==> config.mk <==
export PLATFORM = sky130hd
export DESIGN_NAME = lzc_stream
export DESIGN_NICKNAME = d
export VERILOG_FILES = /design/src/rtl/lzc_stream.sv
export SDC_FILE = /design/constraint.sdc
export NUM_CORES = 1
export LEC_CHECK = 0
export CORE_MARGIN = 5
export CORE_UTILIZATION = 58
export CTS_CLUSTER_SIZE = 8
export DETAILED_ROUTE_END_ITERATION = 16
export HOLD_SLACK_MARGIN = 0.1
export PLACE_DENSITY = 0.86
export SETUP_SLACK_MARGIN = 0.05
export SLEW_MARGIN = 20
export SYNTH_ARGS = -nofsm -noshare
export SYNTH_HDL_FRONTEND = slang
export SYNTH_SLANG_ARGS = --single-unit
==> constraint.sdc <==
create_clock -name clk_i -period 7.48 [get_ports clk_i]
set_input_delay 1.87 -clock clk_i [delete_from_list [all_inputs] [get_ports clk_i]]
set_output_delay 1.87 -clock clk_i [all_outputs]
set_load 0.01 [all_outputs]
==> src/rtl/lzc_stream.sv <==
// Multi-cycle leading/trailing zero counter. Scans an N-bit word CHUNK bits per cycle
// behind a valid/ready handshake on both sides. The direction is chosen per word, and
// EARLY_EXIT selects first-hit exit or constant latency.
module lzc_stream #(
   parameter int unsigned N          = 64,
   parameter int unsigned CHUNK      = 16,
   parameter bit          EARLY_EXIT = 1'b1,
   localparam int unsigned C         = N / CHUNK,
   localparam int unsigned CNTW      = $clog2(N + 1)
) (
   input  logic            clk_i,
   input  logic            rst_ni,
   input  logic            clear_i,
   input  logic            in_valid_i,
   output logic            in_ready_o,
   input  logic [N-1:0]    in_data_i,
   input  logic            in_mode_i,
   output logic            out_valid_o,
   input  logic            out_ready_i,
   output logic [CNTW-1:0] out_count_o,
   output logic            out_zero_o,
   output logic            busy_o
);

   localparam int unsigned KW = (C > 1) ? $clog2(C) : 1;

   typedef enum logic [1:0] {StIdle, StScan, StDone} state_e;

   state_e            state_q, state_d;
   logic [N-1:0]      data_q;
   logic              mode_q;
   logic [KW-1:0]     k_q;
   logic              hit_q;
   logic [CNTW-1:0]   scan_cnt_q;
   logic [CNTW-1:0]   out_count_q;
   logic              out_zero_q;

   logic [C-1:0][CHUNK-1:0] lead_chunks, trail_chunks;
   logic [CHUNK-1:0]  chunk, chunk_rev, scan_bits;
   logic [CNTW-1:0]   local_cnt, scan_cnt, res_cnt;
   logic              chunk_nz, hit_now, last, go_done, accept, load_out, res_zero;

   // Chunk k as seen from the scan origin (MSB side for leading, LSB side for trailing).
   for (genvar c = 0; c < C; c++) begin : g_chunk
      assign trail_chunks[c] = data_q[c*CHUNK +: CHUNK];
      assign lead_chunks[c]  = data_q[N-1-c*CHUNK -: CHUNK];
   end

   // Reversing the leading chunk lets one trailing-zero counter serve both modes.
   for (genvar b = 0; b < CHUNK; b++) begin : g_rev
      assign chunk_rev[b] = chunk[CHUNK-1-b];
   end

   assign chunk     = mode_q ? trail_chunks[k_q] : lead_chunks[k_q];
   assign scan_bits = mode_q ? chunk : chunk_rev;
   assign chunk_nz  = |chunk;

   // In-chunk zero count: index of the lowest set bit of scan_bits.
   always_comb begin
      local_cnt = '0;
      for (int i = CHUNK - 1; i >= 0; i--) begin
         if (scan_bits[i]) begin
            local_cnt = CNTW'(i);
         end
      end
   end

   // Scan decisions for the current chunk; k*CHUNK + local count stays below N on a hit.
   always_comb begin
      scan_cnt = CNTW'(k_q) * CNTW'(CHUNK) + local_cnt;
      hit_now  = chunk_nz && !hit_q;
      last     = (k_q == KW'(C - 1));
      go_done  = (hit_now && EARLY_EXIT) || last;
      res_zero = !hit_now && !hit_q;
      if (hit_now) begin
         res_cnt = scan_cnt;
      end else if (hit_q) begin
         res_cnt = scan_cnt_q;
      end else begin
         res_cnt = CNTW'(N);
      end
      load_out = (state_q == StScan) && !clear_i && go_done;
   end

   // State register.
   always_ff @(posedge clk_i or negedge rst_ni) begin
      if (!rst_ni) begin
         state_q <= StIdle;
      end else begin
         state_q <= state_d;
      end
   end

   // Next-state logic; clear_i overrides every transition.
   always_comb begin
      state_d = state_q;
      unique case (state_q)
         StIdle: if (accept) state_d = StScan;
         StScan: begin
            if (clear_i) begin
               state_d = StIdle;
            end else if (go_done) begin
               state_d = StDone;
            end
         end
         StDone: if (clear_i || out_ready_i) state_d = StIdle;
         default: state_d = StIdle;
      endcase
   end

   // Handshake and status outputs.
   always_comb begin
      in_ready_o  = (state_q == StIdle) && !clear_i;
      out_valid_o = (state_q == StDone);
      busy_o      = (state_q != StIdle);
      accept      = in_valid_i && in_ready_o;
      out_count_o = out_count_q;
      out_zero_o  = out_zero_q;
   end

   // Datapath: word capture, chunk index, first-hit record and registered result.
   always_ff @(posedge clk_i or negedge rst_ni) begin
      if (!rst_ni) begin
         data_q      <= '0;
         mode_q      <= 1'b0;
         k_q         <= '0;
         hit_q       <= 1'b0;
         scan_cnt_q  <= '0;
         out_count_q <= '0;
         out_zero_q  <= 1'b0;
      end else begin
         if (accept) begin
            data_q <= in_data_i;
            mode_q <= in_mode_i;
            k_q    <= '0;
            hit_q  <= 1'b0;
         end else if ((state_q == StScan) && !clear_i) begin
            if (hit_now) begin
               hit_q      <= 1'b1;
               scan_cnt_q <= scan_cnt;
            end
            if (!last) begin
               k_q <= k_q + KW'(1);
            end
         end
         // Result only changes when a scan completes, so it holds across the handshake.
         if (load_out) begin
            out_count_q <= res_cnt;
            out_zero_q  <= res_zero;
         end
      end
   end

endmodule

==> out/results.tsv, run 1 <==
stage	metric	value	unit
yosys	synth_area_leader_cell	dfrtp_1	
global_route	antenna_found_initial	0	
yosys	synth_area	4760	um^2
yosys	synth-seq-area-share	0.436	
power_and_ir_drop	seq_power_share	0.356	
finish	diodes	0	
power_and_ir_drop	power-per-cell-area	339	nW/um^2
yosys	synth_cells	368	
place	gp_congestion	0.797	
yosys	ys_warn_count	0	
floorplanning	placementRows	33	
global_route	grt_max_degree	84	
sta	finalHoldViolations	0	
clock_tree	clockBufferDepth	2	
yosys	avgSynthCellArea	12.9	um^2
finish	fillers	585	
floorplanning	die_h	101	um
floorplanning	die_w	101	um
global_route	gr-usage-all-layers	0.213	
power_and_ir_drop	peakVddDrop	147	uV
sta	tightest_slew	846	ps
clock_tree	cts_root_buf	clkbuf_8	
finish	area_delta_synth_final	21.4	%
yosys	ys.flop_type	dfrtp_1	
worst_setup_path	cp.buffers_inverters	2	
power_and_ir_drop	p_sw_frac	0.361	
finish	final_cell_mix	82 x dfrtp_1, 79 x clkdlybuf4s50_1, 68 x mux2_2	
min_path	hold_path.class	register to register	
drt	avgViaCountPerCell	5.98	
floorplanning	initial_utilization	0.589	
power_and_ir_drop	p_clk_frac	0.179	
power_and_ir_drop	p_int	1.25	mW
drt	ant_nets	0	
drt	vias	3264	
worst_setup_path	path_cells	clkdlybuf4s50_1, nor3_1, clkdlybuf4s50_1	
power_and_ir_drop	p_total	1.96	mW
clock_tree	cts_resized	0	
clock_tree	clock-sinks	83	
place	io_buffers	80	
clock_tree	postCtsSetupBuffers	0	
clock_tree	numCtsBuffers	9	
worst_setup_path	cp_max_fo	3	
drt	first_pass_iters	5	
drt	routed_wl	9.86	mm
sta	fmax	0.201	GHz
yosys	ys_top_cells_by_area	dfrtp_1 44%, mux2_2 16%, mux4_2 9.9%	
yosys	synth_cell_types	57	
floorplanning	core-area	8090	um^2
yosys	syn_nets	439	
floorplanning	fp.dieArea	10100	um^2
sta	rsz0062_at_grt	no	
clock_tree	htree_levels	3	
clock_tree	cts_tree	done	
drt	routedWlPerCell	18.1	um
power_and_ir_drop	pwr-share-comb	0.465	
flow_run	drv_cap	0	
worst_setup_path	end_kind	output port	
sta	slew_headroom	0.436	
worst_setup_path	critPathMaxStageDelay	570	ps
sta	setup_viol	0	
finish	drive_gt1_frac	0.281	
sta	setup_tns	0	ps
yosys	synth_seq_cells	83	
worst_setup_path	required	5610	ps
place	hpwl	6.94	mm
clock_tree	clk_latency	370	ps
global_route	grt_overflow	0	
sta	post-route-min-period	4990	ps
drt	drc_errors	0	
finish	layout_commonest_cell	dfrtp_1	
power_and_ir_drop	p_switching	0.707	mW
floorplanning	ioPinCount	81	
yosys	synth-edff-count	0	
clock_tree	clk_pin_slew	80	ps
power_and_ir_drop	p_leak	2.32	nW
worst_setup_path	crit_family	buffers and inverters	
sta	clock_skew	11.3	ps
global_route	grt_pass1_vias	3498	
finish	final_nets	507	
clock_tree	cts_hold_buf	0	
worst_setup_path	path_class	primary input to output port	
yosys	netlist.area_leader.share	0.436	
run_status	status	complete, no violations	
worst_setup_path	crit_top_cell	clkdlybuf4s50_1	
yosys	async_flop_share	1.00	
drt	drtIter0Drc	122	
global_route	grt_first_pass_wirelength	16.9	mm
sta	min_period_over_period	0.666	
sta	drv_slew	0	
worst_setup_path	cp_slowest_cell	clkdlybuf4s50_1	
worst_setup_path	crit_path_start_kind	primary input	
worst_setup_path	arrival	3120	ps
==> worst reg2reg max path, delay by kind of cell, from the launching register on <==
kind                   cells  cell delay, ps
AO/OA/AOI/OAI              3            1320
multiplexers               3            1360
buffers and inverters      1             570
flip-flops                 1             350
==> power groups by stage <==
stage	clock network [mW]	registers [mW]	logic, mW
3_3_place_gp	0	0.691	0.885
6_report	0.350	0.698	0.911
4_1_cts	0.355	0.699	0.915
3_5_place_dp	0	0.705	0.911
5_1_grt	0.375	0.719	1.00
2_1_floorplan	0	0.668	0.738
==> kinds of logic after synthesis <==
logic type                 count (synthesis)  synth area share
buffers and inverters                     33            0.0399
muxes                                    131             0.368
adders and majority gates                  1           0.00263
AOI/OAI and AO/OA                         54            0.0801
and+or+nand+nor                           65            0.0717
DFF                                       83             0.436
xor gates and xnor gates                   1           0.00184
==> through the flow <==
step	instance area, um^2	util	hold WS [ps]	std cells	setup WS, ps
3_5_place_dp	5560	0.687	491	530	2490
4_1_cts	5780	0.714	509	546	2480
2_1_floorplan	4760	-	465	368	3410
3_3_place_gp	5560	0.687	480	530	2510
5_1_grt	5780	0.715	527	546	2360
6_report	5780	0.715	508	546	2490
==> cell type report <==
type,instances,area (um^2),share of cell area
clock buffer,12,165,0.0286
clock inverter,4,56.3,0.00974
inverter,6,22.5,0.00389
multi-input combinational,252,2500,0.432
sequential,83,2080,0.359
tap,105,131,0.0227
timing repair buffer,84,832,0.144
==> Yosys cell counts, types with 4 or more instances <==
| cell | count |
|---|---|
| a21oi_1 | 8 |
| a22oi_1 | 5 |
| buf_2 | 5 |
| buf_4 | 8 |
| buf_6 | 4 |
| clkbuf_1 | 7 |
| dfrtp_1 | 83 |
| inv_1 | 6 |
| mux2_2 | 68 |
| mux2_4 | 5 |
| mux2i_1 | 30 |
| mux4_2 | 21 |
| nand2_1 | 17 |
| nand3_1 | 7 |
| nand3b_1 | 4 |
| nand4_1 | 4 |
| nor2_1 | 13 |
| nor2b_1 | 4 |
| nor3_1 | 4 |
| o21ai_0 | 12 |
| o31ai_1 | 4 |
==> routing by layer <==
| metal | global-route usage | up-vias | part of all wire |
|---|---|---|---|
| met5 | 0 | - | 0 |
| met2 | 0.344 | 85 | 0.51 |
| met1 | 0.276 | 1635 | 0.42 |
| met4 | 0.0736 | 0 | 0.019 |
| met3 | 0.0595 | 14 | 0.051 |
| li1 | - | 1530 | - |
==> flip-flops by register name (all words and copies together), names as in the netlist <==
| register | count |
|---|---|
| data_q | 64 |
| scan_cnt_q | 6 |
| hit_q | 1 |
| state_q | 2 |
| out_count_o | 7 |
| k_q | 2 |
| mode_q | 1 |
==> path summary, 6_finish.rpt <==
| check | from | to | slack [ps] | depth (start not counted) |
|---|---|---|---|---|
| max | clear_i | in_ready_o | 2490 | 3 |
| min | scan_cnt_q[4]$_DFFE_PN0P_ | scan_cnt_q[4]$_DFFE_PN0P_ | 510 | 1 |
| max reg2reg | k_q[0]$_DFFE_PN0P_ | out_count_o[3]$_DFFE_PN0P_ | 3780 | 7 |
| min reg2reg | scan_cnt_q[4]$_DFFE_PN0P_ | scan_cnt_q[4]$_DFFE_PN0P_ | 510 | 1 |
| max in group asynchronous | rst_ni | k_q[0]$_DFFE_PN0P_ | 5430 | 1 |
| min in group asynchronous | rst_ni | data_q[1]$_DFFE_PN0P_ | 1540 | 1 |
(Power assumes the default switching activity.)
==> inputs of run 2 (changes only) <==
Settings changed: CORE_UTILIZATION 58 to 48, PLACE_DENSITY 0.86 to 0.76.
Clock period 7.48 ns to 4.5 ns, I/O delays scaled along.
==> run 2 against run 1 <==
  * Flip-flop and latch count is the same
  * Via count shrank 0.37%
  * Sequential share of layout area shrank 0.31 points
  * Sequential power grew 78%
  * Wire length shrank 1.2%
  * Die area grew 19%
  * Critical path type is now register to register
  * Highest routed layer unchanged
==> out/results.tsv, run 2 (synthesis results as in run 1) <==
stage	metric	value	unit	change
finish	layout_commonest_cell	dfrtp_1		
worst_setup_path	crit_path_start_kind	register		
finish	final_nets	508		+0.20%
floorplanning	ioPinCount	81		unchanged
clock_tree	htree_levels	3		unchanged
sta	setup_tns	0	ps	unchanged
drt	drtIter0Drc	195		+60%
floorplanning	die_h	110	um	+8.9%
clock_tree	clockBufferDepth	2		unchanged
clock_tree	numCtsBuffers	9		unchanged
worst_setup_path	critPathMaxStageDelay	1030	ps	+460 ps
power_and_ir_drop	p_leak	2.32	nW	-0.15%
place	hpwl	7.18	mm	+3.4%
floorplanning	core-area	9730	um^2	+20%
floorplanning	die_w	110	um	+8.9%
power_and_ir_drop	pwr-share-comb	0.442		-0.023
power_and_ir_drop	p_switching	1.16	mW	+64%
drt	ant_nets	0		unchanged
worst_setup_path	cp_max_fo	27		+24
clock_tree	clk_pin_slew	80	ps	about the same
clock_tree	cts_tree	done		
finish	largest-register	data_q		
worst_setup_path	path_class	register to register		
place	dp_cells	559		+5.5%
sta	rsz0062_at_grt	no		
global_route	grt_overflow	0		unchanged
finish	layoutNonFillerInstCount	575		+5.3%
finish	area_delta_synth_final	22.5	%	
global_route	grt_max_degree	84		unchanged
clock_tree	cts_resized	0		unchanged
power_and_ir_drop	seq_power_share	0.381		+0.025
power_and_ir_drop	peakVddDrop	208	uV	+41%
sta	fin_ws	941	ps	-1550 ps
place	io_buffers	80		unchanged
run_status	status	complete, no violations		
floorplanning	initial_utilization	0.490		-0.0990
sta	drv_slew	0		unchanged
global_route	antenna_found_initial	0		unchanged
sta	setup_viol	0		unchanged
sta	min_period_over_period	0.791		
finish	final_cell_mix	82 x dfrtp_1, 79 x clkdlybuf4s50_1, 68 x mux2_2		
drt	routedWlPerCell	16.9	um	-6.2%
finish	diodes	0		unchanged
place	gp_congestion	0.834		+4.7%
drt	first_pass_iters	4		-1
floorplanning	placementRows	36		+9.1%
clock_tree	clock-sinks	83		unchanged
worst_setup_path	required	4750	ps	-860 ps
global_route	grt_pass1_vias	3271		-6.5%
clock_tree	cts_hold_buf	0		unchanged
clock_tree	postCtsSetupBuffers	0		unchanged
power_and_ir_drop	p_sw_frac	0.356		-0.00452
worst_setup_path	end_kind	register		
global_route	gr-usage-all-layers	0.176		-0.0368
drt	routed_wl	9.74	mm	-1.2%
floorplanning	fp.dieArea	12000	um^2	+19%
power_and_ir_drop	power-per-cell-area	559	nW/um^2	+65%
min_path	hold_path.class	register to register		
power_and_ir_drop	p_clk_frac	0.177		-0.002
place	pre_cts_slack	960	ps	-1530 ps
finish	largest_register_ffs	64		unchanged
sta	clock_skew	6.68	ps	-4.59 ps
worst_setup_path	path_cells	buf_4, nor2b_1, nand3b_1, nand4_1, nand4_1, o41ai_4, a21o_1, mux2_4		
finish	drive_gt1_frac	0.283		+0.00163
clock_tree	cts_root_buf	clkbuf_8		
sta	slew_headroom	0.309		-0.127
drt	drc_errors	0		unchanged
power_and_ir_drop	p_int	2.10	mW	+68%
sta	fmax	0.281	GHz	
worst_setup_path	crit_top_cell	nand4_1		
global_route	grt_first_pass_wirelength	16.4	mm	-2.7%
power_and_ir_drop	p_total	3.26	mW	+66%
worst_setup_path	cp_slowest_cell	dfrtp_1		
flow_run	drv_cap	0		unchanged
drt	avgViaCountPerCell	5.66		-5.4%
worst_setup_path	arrival	3810	ps	+690 ps
sta	post-route-min-period	3560	ps	
finish	final_core_util	0.600		-0.115
clock_tree	clk_latency	360	ps	about the same
drt	vias	3252		-0.37%
sta	finalHoldViolations	0		unchanged
sta	tightest_slew	1040	ps	+190 ps
-- run 2: final cells by class --
type,count,area (um^2)
fillers,816,3900
multi-input cells,252,2500
flip-flops and latches,83,2080
repair buffers,85,852
well taps,133,166
clock buffers,9,124
clock inverters,7,92.6
inverters,6,22.5
-- run 2: worst max-delay path: cells and delay by family, from the launching register on --
kind | cells | cell delay [ps]
muxes | 1 | 340
and+or+nand+nor | 4 | 760
DFF | 1 | 1030
AOI/OAI and AO/OA | 2 | 980
buffers and inverters | 1 | 330
-- run 2: path summary, 6_finish.rpt --
| kind | slack, ps | cells past startpoint | from | to |
|---|---|---|---|---|
| worst max-delay path | 940 | 8 | k_q[1]$_DFFE_PN0P_ | out_count_o[2]$_DFFE_PN0P_ |
| worst min-delay path | 490 | 1 | scan_cnt_q[5]$_DFFE_PN0P_ | scan_cnt_q[5]$_DFFE_PN0P_ |
| worst max register to register | 940 | 8 | k_q[1]$_DFFE_PN0P_ | out_count_o[2]$_DFFE_PN0P_ |
| worst min register to register | 490 | 1 | scan_cnt_q[5]$_DFFE_PN0P_ | scan_cnt_q[5]$_DFFE_PN0P_ |
| max in group asynchronous | 3180 | 1 | rst_ni | data_q[51]$_DFFE_PN0P_ |
| min in group asynchronous | 810 | 1 | rst_ni | data_q[62]$_DFFE_PN0P_ |
-- run 2: per-stage QoR --
stage               area, um^2  hold WS [ps]
floorplan                 4760           465
global placement          5610           477
detailed placement        5610           482
CTS                       5830           501
global route              5830           524
finish                    5830           495
-- run 2: per-layer routing --
metal  vias up  global-route usage  part of all wire
li1       1531                   -                 -
met3         7              0.0440             0.060
met1      1615               0.253              0.45
met4         0              0.0481            0.0087
met2        99               0.266              0.49
met5         -                   0                 0
-- run 2: power by group through the flow --
stage	sequential [mW]	clock (mW)	combinational, mW
6_report	1.24	0.579	1.44
5_1_grt	1.29	0.629	1.58
4_1_cts	1.25	0.595	1.45
3_5_place_dp	1.26	0	1.44
3_3_place_gp	1.24	0	1.40
2_1_floorplan	1.11	0	1.23
